### src/rtl/ps2_key_decoder.sv
// PS/2 set-2 scan-code parser with Shift tracking, ASCII translation and a pop-on-read FIFO.
// Defining KB_CAPS_LOCK_EN adds a Caps Lock toggle (code 58) and the Caps_State output.
module ps2_key_decoder #(
    parameter int unsigned DEPTH = 8,
    parameter int unsigned AW    = 3
) (
    input  logic       Clk,
    input  logic       Reset_n,
    input  logic [7:0] Code_Byte,
    input  logic       Code_Valid,
    input  logic       Rd_En,
    output logic [7:0] Rd_Data,
    output logic       Empty,
    output logic       Full,
    output logic       Overflow,
    input  logic       Ovf_Clr,
`ifdef KB_CAPS_LOCK_EN
    output logic       Caps_State,
`endif
    output logic       Shift_State
);

    localparam logic [1:0] IDLE    = 2'd0;
    localparam logic [1:0] BRK     = 2'd1;
    localparam logic [1:0] EXT     = 2'd2;
    localparam logic [1:0] EXT_BRK = 2'd3;

    localparam logic [AW:0] FULL_CNT = (AW + 1)'(DEPTH);

    logic [1:0]    state_q, state_d;
    logic          shift_q, shift_d;
    logic          caps_q, caps_d;
    logic [AW-1:0] wr_ptr_q, wr_ptr_d;
    logic [AW-1:0] rd_ptr_q, rd_ptr_d;
    logic [AW:0]   count_q, count_d;
    logic [7:0]    rd_data_q, rd_data_d;
    logic          ovf_q, ovf_d;
    logic [7:0]    mem_q [DEPTH];

    logic [7:0] base_char, xlat, push_char;
    logic       upper, is_letter, is_digit, ignored;
    logic       push_req, do_push, pop;

    // Unshifted character for each supported make code.
    always_comb begin
        base_char = 8'h00;
        case (Code_Byte)
            8'h1C: base_char = 8'h61;  8'h32: base_char = 8'h62;  8'h21: base_char = 8'h63;
            8'h23: base_char = 8'h64;  8'h24: base_char = 8'h65;  8'h2B: base_char = 8'h66;
            8'h34: base_char = 8'h67;  8'h33: base_char = 8'h68;  8'h43: base_char = 8'h69;
            8'h3B: base_char = 8'h6A;  8'h42: base_char = 8'h6B;  8'h4B: base_char = 8'h6C;
            8'h3A: base_char = 8'h6D;  8'h31: base_char = 8'h6E;  8'h44: base_char = 8'h6F;
            8'h4D: base_char = 8'h70;  8'h15: base_char = 8'h71;  8'h2D: base_char = 8'h72;
            8'h1B: base_char = 8'h73;  8'h2C: base_char = 8'h74;  8'h3C: base_char = 8'h75;
            8'h2A: base_char = 8'h76;  8'h1D: base_char = 8'h77;  8'h22: base_char = 8'h78;
            8'h35: base_char = 8'h79;  8'h1A: base_char = 8'h7A;
            8'h45: base_char = 8'h30;  8'h16: base_char = 8'h31;  8'h1E: base_char = 8'h32;
            8'h26: base_char = 8'h33;  8'h25: base_char = 8'h34;  8'h2E: base_char = 8'h35;
            8'h36: base_char = 8'h36;  8'h3D: base_char = 8'h37;  8'h3E: base_char = 8'h38;
            8'h46: base_char = 8'h39;
            8'h29: base_char = 8'h20;  8'h5A: base_char = 8'h0D;
            8'h66: base_char = 8'h08;  8'h76: base_char = 8'h1B;
            default: base_char = 8'h00;
        endcase
    end

    assign is_letter = (base_char >= 8'h61) && (base_char <= 8'h7A);
    assign is_digit  = (base_char >= 8'h30) && (base_char <= 8'h39);
`ifdef KB_CAPS_LOCK_EN
    assign upper = shift_q ^ caps_q;
`else
    assign upper = shift_q;
`endif

    always_comb begin
        xlat = base_char;
        if (is_letter && upper) begin
            xlat = base_char - 8'h20;
        end else if (is_digit && shift_q) begin
            case (base_char)
                8'h30: xlat = 8'h29;  8'h31: xlat = 8'h21;  8'h32: xlat = 8'h40;
                8'h33: xlat = 8'h23;  8'h34: xlat = 8'h24;  8'h35: xlat = 8'h25;
                8'h36: xlat = 8'h5E;  8'h37: xlat = 8'h26;  8'h38: xlat = 8'h2A;
                default: xlat = 8'h28;
            endcase
        end
    end

    assign ignored = (Code_Byte == 8'hFA) || (Code_Byte == 8'hAA) || (Code_Byte == 8'hEE) ||
                     (Code_Byte == 8'hFE) || (Code_Byte == 8'h00) || (Code_Byte == 8'hFF);

    always_comb begin
        state_d  = state_q;
        shift_d  = shift_q;
        caps_d   = caps_q;
        push_req = 1'b0;
        if (Code_Valid) begin
            case (state_q)
                IDLE: begin
                    if (Code_Byte == 8'hF0) begin
                        state_d = BRK;
                    end else if (Code_Byte == 8'hE0) begin
                        state_d = EXT;
                    end else if (ignored) begin
                        state_d = IDLE;
                    end else if ((Code_Byte == 8'h12) || (Code_Byte == 8'h59)) begin
                        shift_d = 1'b1;
`ifdef KB_CAPS_LOCK_EN
                    end else if (Code_Byte == 8'h58) begin
                        caps_d = ~caps_q;
`endif
                    end else begin
                        push_req = (xlat != 8'h00);
                    end
                end
                BRK: begin
                    if ((Code_Byte == 8'h12) || (Code_Byte == 8'h59)) shift_d = 1'b0;
                    state_d = IDLE;
                end
                EXT: begin
                    if (Code_Byte == 8'hF0) begin
                        state_d = EXT_BRK;
                    end else begin
                        push_req = (Code_Byte == 8'h5A);
                        state_d  = IDLE;
                    end
                end
                default: state_d = IDLE;
            endcase
        end
    end

    assign push_char = (state_q == EXT) ? 8'h0D : xlat;

    // A full FIFO still accepts a push when a pop frees the head slot in the same cycle.
    assign pop     = Rd_En && (count_q != '0);
    assign do_push = push_req && ((count_q != FULL_CNT) || pop);

    always_comb begin
        wr_ptr_d  = do_push ? wr_ptr_q + AW'(1) : wr_ptr_q;
        rd_ptr_d  = pop ? rd_ptr_q + AW'(1) : rd_ptr_q;
        rd_data_d = pop ? mem_q[rd_ptr_q] : rd_data_q;
        count_d   = count_q;
        if (do_push && !pop) count_d = count_q + (AW + 1)'(1);
        else if (!do_push && pop) count_d = count_q - (AW + 1)'(1);
        ovf_d = ovf_q;
        if (push_req && !do_push) ovf_d = 1'b1;
        else if (Ovf_Clr) ovf_d = 1'b0;
    end

    always_ff @(posedge Clk or negedge Reset_n) begin
        if (!Reset_n) begin
            state_q   <= IDLE;
            shift_q   <= 1'b0;
            caps_q    <= 1'b0;
            wr_ptr_q  <= '0;
            rd_ptr_q  <= '0;
            count_q   <= '0;
            rd_data_q <= 8'h00;
            ovf_q     <= 1'b0;
        end else begin
            state_q   <= state_d;
            shift_q   <= shift_d;
            caps_q    <= caps_d;
            wr_ptr_q  <= wr_ptr_d;
            rd_ptr_q  <= rd_ptr_d;
            count_q   <= count_d;
            rd_data_q <= rd_data_d;
            ovf_q     <= ovf_d;
        end
    end

    always_ff @(posedge Clk) begin
        if (do_push) mem_q[wr_ptr_q] <= push_char;
    end

    assign Rd_Data     = rd_data_q;
    assign Empty       = (count_q == '0);
    assign Full        = (count_q == FULL_CNT);
    assign Overflow    = ovf_q;
    assign Shift_State = shift_q;
`ifdef KB_CAPS_LOCK_EN
    assign Caps_State  = caps_q;
`endif

endmodule
### config.mk
export PLATFORM = sky130hd
export DESIGN_NAME = ps2_key_decoder
export DESIGN_NICKNAME = d
export VERILOG_FILES = /design/src/rtl/ps2_key_decoder.sv
export SDC_FILE = /design/constraint.sdc
export NUM_CORES = 1
export LEC_CHECK = 0
export ABC_AREA = 1
export ABC_CLOCK_PERIOD_IN_PS = 3900
export BUFFER_PORTS_ARGS = -buffer_cell sky130_fd_sc_hd__buf_2
export CORE_UTILIZATION = 40
export CTS_CLUSTER_DIAMETER = 60
export DETAILED_ROUTE_END_ITERATION = 8
export HOLD_SLACK_MARGIN = 0.08
export SLEW_MARGIN = 10
export SYNTH_ARGS = -nofsm -noshare
export SYNTH_HDL_FRONTEND = slang
export SYNTH_SLANG_ARGS = --single-unit
### constraint.sdc
create_clock -name Clk -period 3.9 [get_ports Clk]
set_input_delay 0.195 -clock Clk [delete_from_list [all_inputs] [get_ports Clk]]
set_output_delay 0.195 -clock Clk [all_outputs]
set_load 0.01 [all_outputs]
* Word level (Yosys, flattened, before mapping)
Memory sizes are Yosys's and may differ from the RTL's. A register that Yosys moved wholly into a read port is not among the register bits.
Index checks and enable logic that the tools add are counted.
** Storage, ports and cells
- Register bits :: 14
- Memory bits (writable) :: 64
- Bits in read-only memories :: 896
- Bits of input ports :: 13
- Word-level logic and storage cells :: 104
- Memories kept :: 2
** Operators by class
- Add/sub/neg operators :: 5
- $lt $le $gt $ge :: 4
- Equal/unequal tests :: 29
- Muxes and demuxes :: 29
- Reduce and logical (&&, ||, !) cells :: 29
** Memories
- (no name shown) :: depth 128, bits a word 7, rd ports 1, clocked after Yosys merged registers in 0, write ports 0, RTL line 47 : case (Code_Byte)
- mem_q :: depth 8, bits a word 8, rd ports 1, clocked after Yosys merged registers in 1, write ports 1, RTL line 38 : logic [7:0] mem_q [DEPTH];
** Operators with widths (count)
- == test 8 x 6 -> 1 bit, second input constant :: 9
- one-hot mux 7 bit (9 select lines) :: 1
- == test 8 bit, second input constant :: 7
- two-way mux 8 bit :: 4
- == test 8 x 7 -> 1 bit, second input constant :: 2
- two-way mux 1 bit :: 15
- != test 2 bit, second input constant :: 5
- logical AND 1 bit :: 9
- == test 8 x 5 -> 1 bit, second input constant :: 1
- greater-or-equal comparator 8 x 6 -> 1 bit, second input constant :: 1
- greater-or-equal comparator 8 x 7 -> 1 bit, second input constant :: 1
- <= comparator 8 x 6 -> 1 bit, second input constant :: 1
- <= comparator 8 x 7 -> 1 bit, second input constant :: 1
- zero test 8 bit :: 1
- two-way mux 2 bit :: 4
- two-way mux 4 bit :: 2
- != test 4 bit, second input constant :: 2
- nonzero test 8 bit :: 1
- subtractor 8 x 6 -> 8 bit, second input constant :: 1
- logical OR 1 bit :: 7
- AND reduction 7 bit :: 1
- adder 3 x 1 -> 3 bit, second input constant :: 2
- nonzero test 2 bit :: 3
- adder 4 x 1 -> 4 bit, second input constant :: 1
- other kinds (11) :: 14

* Depth between registers and ports, before layout
Gate-level depths: netlist (run 1).
An unclocked memory read counts as a cell.
- Word-level depth :: 19
- Mapped depth :: 34
- Mapped depth without buffers :: 34

* Worst setup path before layout (run 1)
OpenSTA, ideal clock, no wires.
- Kind :: input -> register
- Start :: input Code_Byte[1]
- End :: register count_q[3]
- Arrival time :: 3.656 ns
- Setup slack :: 0.122 ns
- Stages :: 32
- Path buffers :: 0
- Cell sequence :: inv_1 -> ha_1 -> nand2_1 -> nand2_1 -> o21ai_0 -> nand2_1 -> nand3_1 -> nand2_1 -> inv_1 -> ha_1 -> inv_1 -> nor2_1 -> nand3_2 -> a21oi_4 -> nand2_2 -> nor2_1 -> nand2_1 -> a21oi_1 -> nand3_1 -> nand2_2 -> nand2_4 -> nand3_4 -> inv_1 -> ha_1 -> inv_1 -> ha_1 -> a21o_1 -> a21oi_1 -> nor2_1 -> nor2_1 -> nand2_1 -> xor2_1
** On the way
- Cells in the longest elaborated chain, start to end :: 18
- Elaborated cells between the ends (all ways) :: 54
- Those cells by class :: add/sub (1); order compare (4); eq/ne (19); mux (12); reduce/logical (17); memory (1)
** Ends and longest elaborated chain
- start, declared :: RTL line 9 : input logic [7:0] Code_Byte,
- memory read (128 x 7 bit)
- two-way mux 8 bit :: RTL line 47
- greater-or-equal comparator 8 x 6 -> 1 bit or <= comparator 8 x 6 -> 1 bit (tied branches) :: RTL line 68 : assign is_digit = (base_char >= 8'h30) && (base_char <= 8'h39);
- logical AND 1 bit :: RTL line 68
- logical AND 1 bit :: RTL line 79 : end else if (is_digit && shift_q) begin
- two-way mux 8 bit :: RTL line 79
- two-way mux 8 bit :: RTL line 77 : if (is_letter && upper) begin
- nonzero test 8 bit :: RTL line 113 : push_req = (xlat != 8'h00);
- [... 3 more ...]
- two-way mux 1 bit :: RTL line 100 : if (Code_Byte == 8'hF0) begin
- one-hot mux 1 bit (2 select lines) (*) :: RTL line 98 : case (state_q)
- two-way mux 1 bit (*) :: RTL line 97 : if (Code_Valid) begin
- logical AND 1 bit (*) :: RTL line 137 : assign do_push = push_req && ((count_q != FULL_CNT) || pop);
- net do_push :: RTL line 42 : logic push_req, do_push, pop;
- zero test 1 bit :: RTL line 145 : else if (!do_push && pop) count_d = count_q - (AW + 1)'(1);
- logical AND 1 bit :: RTL line 145
- nonzero test 2 bit (no source line)
- end signal, assigned :: RTL line 167 : count_q <= count_d;
- end, declared :: RTL line 35 : logic [AW:0] count_q, count_d;
The timed path passes the listed nets; every way through them passes the cells marked *.
A chain may end at the register's enable or synchronous reset.

* Worst setup path after layout (run 1)
- Start :: input Code_Byte[0]
- End :: register count_q[3]
The elaborated chain is that of the path after synthesis.

==> metrics.md, run 1 <==
| Metric | Value |
|---|---|
| Status | `completed` |
| Final max-slew violation count | `0` |
| Effective utilization at floorplan | `approximately two fifths` |
| Share of final-layout standard cells stronger than drive strength 1 | `between 20% and 30%` |
| Largest family of logic cells by synthesized area | `simple AND/OR/NAND/NOR gates` |
| Register bit total from synthesis | `86` |
| Die Span X | `roughly 110 microns` |
| Number of CTS-inserted buffers | `9` |
| Minimum clock period | `roughly 3.6 ns` |
| Sink Count | `86` |
| Global routing usage summed across all routing layers | `18.8%` |
| Most instantiated flip-flop cell in the synthesis netlist | `edfxtp_1` |
| Portion of the clock cycle consumed by the worst path in the final layout | `roughly 93%` |
| Worst endpoint required time | `between 4 and 5 ns` |
| R2r worst-path depth | `20` |
| Total Die Area | `about 13,000 sq um` |
| Average footprint of a synthesized cell | `8.76 sq um` |
| Via count | `just over 4,000` |
| Post-route worst hold slack | `0.168 ns` |
| Clock-pin transition on the worst setup and hold timing paths | `0.06 ns` |
| Kind of start point of the critical path | `primary input` |
| Maximum fanout encountered on the critical timing path | `5` |
| Worst hold path type | `primary input to flip-flop` |
| Synth Area in Compound Gates | `~10%` |
| Post-synthesis share of cell area spent on and, or, nand and nor gates | `between 20 and 30%` |
| Total Nets Final | `~670` |
| TritonCTS clock tree | `built` |
| Worst max-slew margin expressed relative to the limit | `around 35%` |
| Beginning of the worst register-to-register path | `Shift_State$_DFFE_PN0P_` |
| Hold path depth | `4` |
| Largest clock skew in the final design | `between 0.005 and 0.006 ns` |
| Share of Yosys cell area claimed by the top area cell type | `38.8%` |
| Via count of the first global-routing pass | `between 3,000 and 4,000` |
| Wire length after detailed routing | `between 10,000 and 15,000 microns` |
| Synth warnings | `0` |
| Critical-path top delay cell | `ha_4` |
| Ant diodes | `0` |
| Register-to-register setup slack | `1.18 ns` |
| Hold worst-path end | `Overflow$_DFFE_PN0P_` |
| Violation count after the first detailed-route iteration | `between 200 and 250` |
| First-pass GRT wire length | `19,100 microns` |
| Max Freq | `between 200 and 300 MHz` |
| Number of standard-cell rows in the floorplan | `40` |
| Boundary Pins | `25` |
| Final count of negative-setup-slack endpoints | `0` |
| Overall power | `between 3000 and 4000 uW` |
| Area used by multi-input combinational logic | `about 2300 sq um` |
| Number of buffers added on ports | `24` |
| Unique cell type count in the Yosys netlist | `45` |
| Synthesized netlist cell count | `approximately 570` |
| Ys async rst share | `about a quarter` |
| Wirelength per Cell | `between 10 and 15 microns` |
| Count of H-tree levels built during CTS | `3` |
| Final core area utilization | `between 40% and 50%` |
| Cell Pwr Density | `524 nW/um^2` |
| Parity-gate share of the synthesized area counting xor and xnor cells | `about 1.1%` |
| Routability Congestion | `roughly 0.93` |
| Sequential share of the synthesized area | `approximately 50%` |
| Total count of hold-check failures in the final report | `0` |
| Net count after synthesis | `594` |
| Maximum number of pins on one net before global-route repair | `36` |
| Area growth from synthesis to layout | `20.0%` |
| Total non-filler cell area in the finished layout | `between 5000 and 6000 sq um` |
| Startpoint of the most critical hold path | `Rd_En` |
| Crit. Startpoint | `Code_Byte[0]` |
| Number of fillers in the final layout | `approximately 1,100` |
| Post-synthesis share of cell area spent on full adders, half adders and majority gates | `slightly below 4%` |
| Initial antenna violation count | `0` |
| Category of the critical setup timing path | `primary input to flip-flop` |
| Critical path capture point type | `flip-flop` |
| DP Wirelength | `between 8000 and 9000 microns` |
| Final routed DRC violation total | `0` |
| Sequential standard cell area | `between 2000 and 2500 sq um` |
| Mux share of post-synthesis cell area | `1.84%` |
| EDFF count, synth | `64` |
| CP Data Arrival Time | `about 3.8 ns` |
| Worst slew pin tran | `roughly 1 ns` |
| Cell type with the largest total area after synthesis | `edfxtp_1` |
| Remaining antenna violation count after routing | `0` |
| Worst-skew pair later-pin latency | `between 0.3 and 0.4 ns` |
| Max-cap check violation count | `0` |
| Y dimension of the die | `about 110 microns` |
| Post-synthesis instance area | `between 4000 and 5000 sq um` |
| Most area-consuming cells after synthesis | `edfxtp_1 39%, dfrtp_1 11%, nand2_1 10%` |
| Area of placed instances | `roughly 5600 sq um` |
| DR vias/cell | `~5.1` |
| Largest incremental delay on the critical path | `roughly 0.3 ns` |
| Core Area | `12,100 sq um` |
| Leakage Power | `0.00266 uW` |
| Number of iterations in the first detailed-routing pass | `5` |
| Longest Clk Path Bufs | `2` |
| CTS Root Buffer Type | `clkbuf_16` |
| Worst IR drop on VDD | `approximately 230 uV` |
| Grt ovf | `0` |
| End of the worst register-to-register path | `count_q[3]$_DFFE_PN0P_` |
state kept, by name, summed over array words and instances (netlist names):
name / count
count_q: 4
mem_q: 64
rd_ptr_q: 3
Rd_Data: 8
Shift_State: 1
state_q: 2
Overflow: 1
wr_ptr_q: 3
stage by stage:
step	instances	TNS, ns	setup WS, ns
2_1_floorplan	566	0	0.122
3_3_place_gp	791	-0.0776	-0.0776
3_5_place_dp	791	-0.329	-0.224
4_1_cts	809	0	0.132
5_1_grt	810	-0.0433	-0.0433
6_report	810	0	0.280
worst max-delay path by stage:
stage          slack, ns                     end
2_1_floorplan       0.12  count_q[3]$_DFFE_PN0P_
3_3_place_gp       -0.08  count_q[3]$_DFFE_PN0P_
3_5_place_dp       -0.22  count_q[3]$_DFFE_PN0P_
4_1_cts             0.13  count_q[3]$_DFFE_PN0P_
5_1_grt            -0.04  count_q[3]$_DFFE_PN0P_
6_report            0.28  count_q[3]$_DFFE_PN0P_
cell families (layout without fill, tap and decap cells):
logic type,after synthesis,in the layout
adder cells (fa/ha/maj),15,15
buffers and inverters,67,143
flip-flops,86,86
multiplexers,9,9
AND/OR/NAND/NOR,307,307
AO/OA/AOI/OAI,76,76
XOR/XNOR,6,6
routing by layer:
layer	wire [microns]	vias to the layer above	part of all wire, %	global-route usage (%)
met5	0	-	0	0
met4	144	0	1.3	7.37
met3	317	12	2.8	2.36
met2	5740	81	50	32.8
met1	5240	1933	46	23.8
li1	-	2081	-	-
cells in the final DEF (no fill, tap or decap), types with 4 or more instances in the layout:
| cell | instances |
|---|---|
| a21oi_1 | 10 |
| a21oi_2 | 4 |
| buf_2 | 23 |
| buf_4 | 52 |
| clkbuf_16 | 9 |
| dfrtp_1 | 22 |
| edfxtp_1 | 64 |
| ha_1 | 9 |
| inv_1 | 39 |
| inv_2 | 7 |
| mux2i_1 | 8 |
| nand2_1 | 136 |
| nand2_2 | 9 |
| nand3_1 | 54 |
| nand4_1 | 5 |
| nor2_1 | 82 |
| nor2_2 | 4 |
| o211ai_1 | 9 |
| o21ai_0 | 28 |
| o221ai_1 | 8 |
| o32ai_1 | 9 |
| xor2_1 | 4 |
area by class of cell:
type | count | area share [%]
Timing Repair Buffer | 78 | 9.02
Inverter | 49 | 3.15
Clock buffer | 9 | 3.78
Clock inverter | 7 | 0.820
Sequential cell | 86 | 41.5
Multi-Input combinational cell | 413 | 38.1
Tap cell | 168 | 3.53
repair_timing:
item | 4_1_cts | 5_1_grt
gates resized for setup | 0 | 20
setup buffers | 0 | 1
hold buffers | 2 | 0
setup endpoints to repair | 0 | 2
hold endpoints to repair | 23 | 0
power by group:
part           internal, uW  switching, uW  total, uW
Combinational           418            628       1050
Clock                   432            350        782
Sequential             1160            127       1290
Total                  2010           1110       3120
synthesized netlist by cell type (3+ instances only):
| cell | count |
|---|---|
| inv_1 | 43 |
| clkbuf_1 | 12 |
| a21oi_1 | 12 |
| nand2_4 | 3 |
| xor2_1 | 4 |
| nand4_2 | 3 |
| o32ai_1 | 9 |
| nand2_2 | 7 |
| o21ai_0 | 28 |
| nand3_1 | 55 |
| o221ai_1 | 8 |
| o211ai_1 | 9 |
| dfrtp_1 | 22 |
| nor2_2 | 3 |
| edfxtp_1 | 64 |
| ha_1 | 14 |
| mux2i_1 | 8 |
| nand4_1 | 5 |
| nand2_1 | 138 |
| nor2_1 | 83 |
| buf_2 | 3 |
| inv_2 | 4 |
worst max-delay path: cells and delay by family:
family | cells | cell delay, ns
AO/OA/AOI/OAI | 5 | 0.79
AND/OR/NAND/NOR | 18 | 1.48
buffers and inverters | 6 | 0.41
XOR/XNOR | 1 | 0.14
adder cells (fa/ha/maj) | 4 | 0.85
Note: power is estimated with default switching activity, not from simulation.
==> run 2, diff against run 1 <==
- ABC_CLOCK_PERIOD_IN_PS: 3900 -> 4600
- CTS_BUF_LIST: unset -> sky130_fd_sc_hd__clkbuf_2
- clock period: 3.9 -> 4.6 ns (I/O delays scaled with it)
==> run 2 against run 1 <==
  * Non-clock buffer count decreased by 39
  * Die area unchanged
  * Core utilization decreased by 4.5 points
  * Combinational power decreased by 20%
  * Largest cell class unchanged
  * Highest routed layer unchanged
==> metrics.md, run 2 (same netlist as run 1, synthesis figures left out) <==
| Metric | Value |
|---|---|
| Maximum number of pins on one net before global-route repair | `36 (unchanged)` |
| Crit. Startpoint | `Code_Byte[1] (was Code_Byte[0])` |
| Worst-skew pair later-pin latency | `0.52 ns (was 0.34 ns)` |
| Library cell appearing most often on the critical path | `nand2_1` |
| Routability Congestion | `0.932 (was 0.934)` |
| Minimum clock period | `3.89 ns` |
| Total Nets Final | `626 (was 665)` |
| Largest clock skew in the final design | `0.0171 ns (was 0.00577 ns)` |
| Wirelength per Cell | `14.7 microns (was 14.1 microns)` |
| Total count of hold-check failures in the final report | `0 (unchanged)` |
| Category of the critical setup timing path | `primary input to flip-flop (unchanged)` |
| Die Span X | `113 microns (unchanged)` |
| Max-cap check violation count | `0 (unchanged)` |
| Final count of negative-setup-slack endpoints | `0 (unchanged)` |
| Clock-pin transition on the worst setup and hold timing paths | `0.21 ns (was 0.06 ns)` |
| Most flop-heavy register | `mem_q (unchanged)` |
| Worst slew pin tran | `1.02 ns (was 0.982 ns)` |
| Kind of start point of the critical path | `primary input (unchanged)` |
| DP Wirelength | `8170 microns (was 8220 microns)` |
| Worst max-slew margin expressed relative to the limit | `31.7% (was 34.5%)` |
| Most frequent standard cell in the layout excluding fill and tap cells | `nand2_1 (unchanged)` |
| Effective utilization at floorplan | `41.1% (unchanged)` |
| Total non-filler cell area in the finished layout | `5410 sq um (was 5950 sq um)` |
| Worst endpoint required time | `5.04 ns (was 4.12 ns)` |
| Grt ovf | `0 (unchanged)` |
| Leakage Power | `0.00241 uW (was 0.00266 uW)` |
| Worst IR drop on VDD | `153 uV (was 233 uV)` |
| Maximum fanout encountered on the critical timing path | `6 (was 5)` |
| Post-cts repair resize count | `0 (unchanged)` |
| Number of iterations in the first detailed-routing pass | `4 (was 5)` |
| Critical-path top delay cell | `ha_1 (was ha_4)` |
| Number of flip-flops under the largest register name | `64 (unchanged)` |
| Beginning of the worst register-to-register path | `Shift_State$_DFFE_PN0P_ (unchanged)` |
| Worst hold path type | `primary input to async pin (was primary input to flip-flop)` |
| First-pass GRT wire length | `18,900 microns (was 19,100 microns)` |
| Final max-slew violation count | `0 (unchanged)` |
| CP Data Arrival Time | `4.33 ns (was 3.84 ns)` |
| Setup repair after global routing missed its margin | `false` |
| Area growth from synthesis to layout | `9.01% (was 20.0%)` |
| Status | `completed (unchanged)` |
| Critical path capture point type | `flip-flop (unchanged)` |
| Final core area utilization | `44.8% (was 49.3%)` |
| Portion of the clock cycle consumed by the worst path in the final layout | `84.6%` |
| Global routing usage summed across all routing layers | `19.0% (was 18.8%)` |
| Wire length after detailed routing | `11,400 microns (about the same)` |
| Core Area | `12,100 sq um (unchanged)` |
| Sink Count | `86 (unchanged)` |
| DR vias/cell | `5.18 (was 5.07)` |
| Number of CTS-inserted buffers | `9 (unchanged)` |
| Total Die Area | `12,800 sq um (unchanged)` |
| Boundary Pins | `25 (unchanged)` |
| Cell Pwr Density | `416 nW/um^2 (was 524 nW/um^2)` |
| Count of H-tree levels built during CTS | `3 (unchanged)` |
| Violation count after the first detailed-route iteration | `282 (was 224)` |
| Amount of wire on met2 after detailed routing | `5770 microns (was 5740 microns)` |
| Routed metal-1 wirelength | `4900 microns (was 5240 microns)` |
| CTS Root Buffer Type | `clkbuf_2 (was clkbuf_16)` |
| Y dimension of the die | `113 microns (unchanged)` |
| Longest Clk Path Bufs | `2 (unchanged)` |
| Final setup TNS | `0 ns (unchanged)` |
| Number of buffers added on ports | `24 (unchanged)` |
| TritonCTS clock tree | `built (unchanged)` |
| Initial antenna violation count | `1 (was 0)` |
| Final routed DRC violation total | `0 (unchanged)` |
| Via count of the first global-routing pass | `3,825 (was 3,960)` |
| Total met3 wirelength after detailed routing | `460 microns (was 317 microns)` |
| Largest incremental delay on the critical path | `0.24 ns (was 0.30 ns)` |
| Commonest cells after routing, fill and taps aside | `138 x nand2_1, 83 x nor2_1, 64 x edfxtp_1, 55 x nand3_1, 43 x inv_1 (was 136 x nand2_1, 82 x nor2_1, 64 x edfxtp_1, 54 x nand3_1, 52 x buf_4)` |
| Post-route worst hold slack | `0.178 ns (was 0.168 ns)` |
| Share of final-layout standard cells stronger than drive strength 1 | `13.3% (was 21.7%)` |
| Via count | `4,002 (was 4,107)` |
| Number of standard-cell rows in the floorplan | `40 (unchanged)` |
| Area of placed instances | `5280 sq um (was 5580 sq um)` |
| Max Freq | `between 200 and 300 MHz` |
| Overall power | `2250 uW (was 3120 uW)` |
| Remaining antenna violation count after routing | `0 (unchanged)` |
| Highest signal layer in the routed design | `met4 (unchanged)` |
==> run 2: layout make-up <==
type,instances,area (sq um)
diodes,1,2.50
clock buffers,11,55.1
clock inverters,5,26.3
fillers,1217,6660
inverters,49,184
multi-input cells,413,2210
flip-flops and latches,86,2470
well taps,168,210
repair buffers,39,243
==> run 2: final timing paths <==
kind | endpoint | slack [ns] | cells past startpoint
max in group asynchronous | Rd_Data[3]$_DFFE_PN0P_ | 4.06 | 2
min | count_q[0]$_DFFE_PN0P_ | 0.18 | 2
max | count_q[3]$_DFFE_PN0P_ | 0.71 | 33
max reg2reg | count_q[3]$_DFFE_PN0P_ | 1.74 | 20
min reg2reg | Rd_Data[3]$_DFFE_PN0P_ | 0.50 | 2
min in group Clk | rd_ptr_q[1]$_DFFE_PN0P_ | 0.21 | 6
==> run 2: through the flow <==
stage          worst slack [ns]  std cells
2_1_floorplan             0.787        566
3_3_place_gp              0.313        751
3_5_place_dp              0.136        751
4_1_cts                   0.768        771
5_1_grt                   0.387        772
6_report                  0.709        772
==> run 2: what timing repair did <==
action                    in CTS  in global routing
buffers inserted               0                  0
hold endpoints to repair      29                  0
hold buffers                   4                  0
==> run 2: where the power goes <==
| group | leakage [uW] | switching [uW] | internal [uW] |
|---|---|---|---|
| clock | 0.0000608 | 239 | 71.7 |
| combinational | 0.00148 | 525 | 320 |
| sequential | 0.000862 | 108 | 984 |
==> run 2: layer usage <==
layer | track usage (%) | vias up
li1 | - | 2002
met1 | 22.9 | 1874
met5 | 0 | -
met2 | 34.2 | 105
met3 | 3.21 | 21
met4 | 6.14 | 0
==> run 2: worst max-delay path: cells and delay by family <==
kind | cells | cell delay [ns]
AO/OA/AOI/OAI | 5 | 0.82
XOR/XNOR | 1 | 0.14
adder cells (fa/ha/maj) | 4 | 0.85
buffers and inverters | 6 | 0.65
AND/OR/NAND/NOR | 17 | 1.63
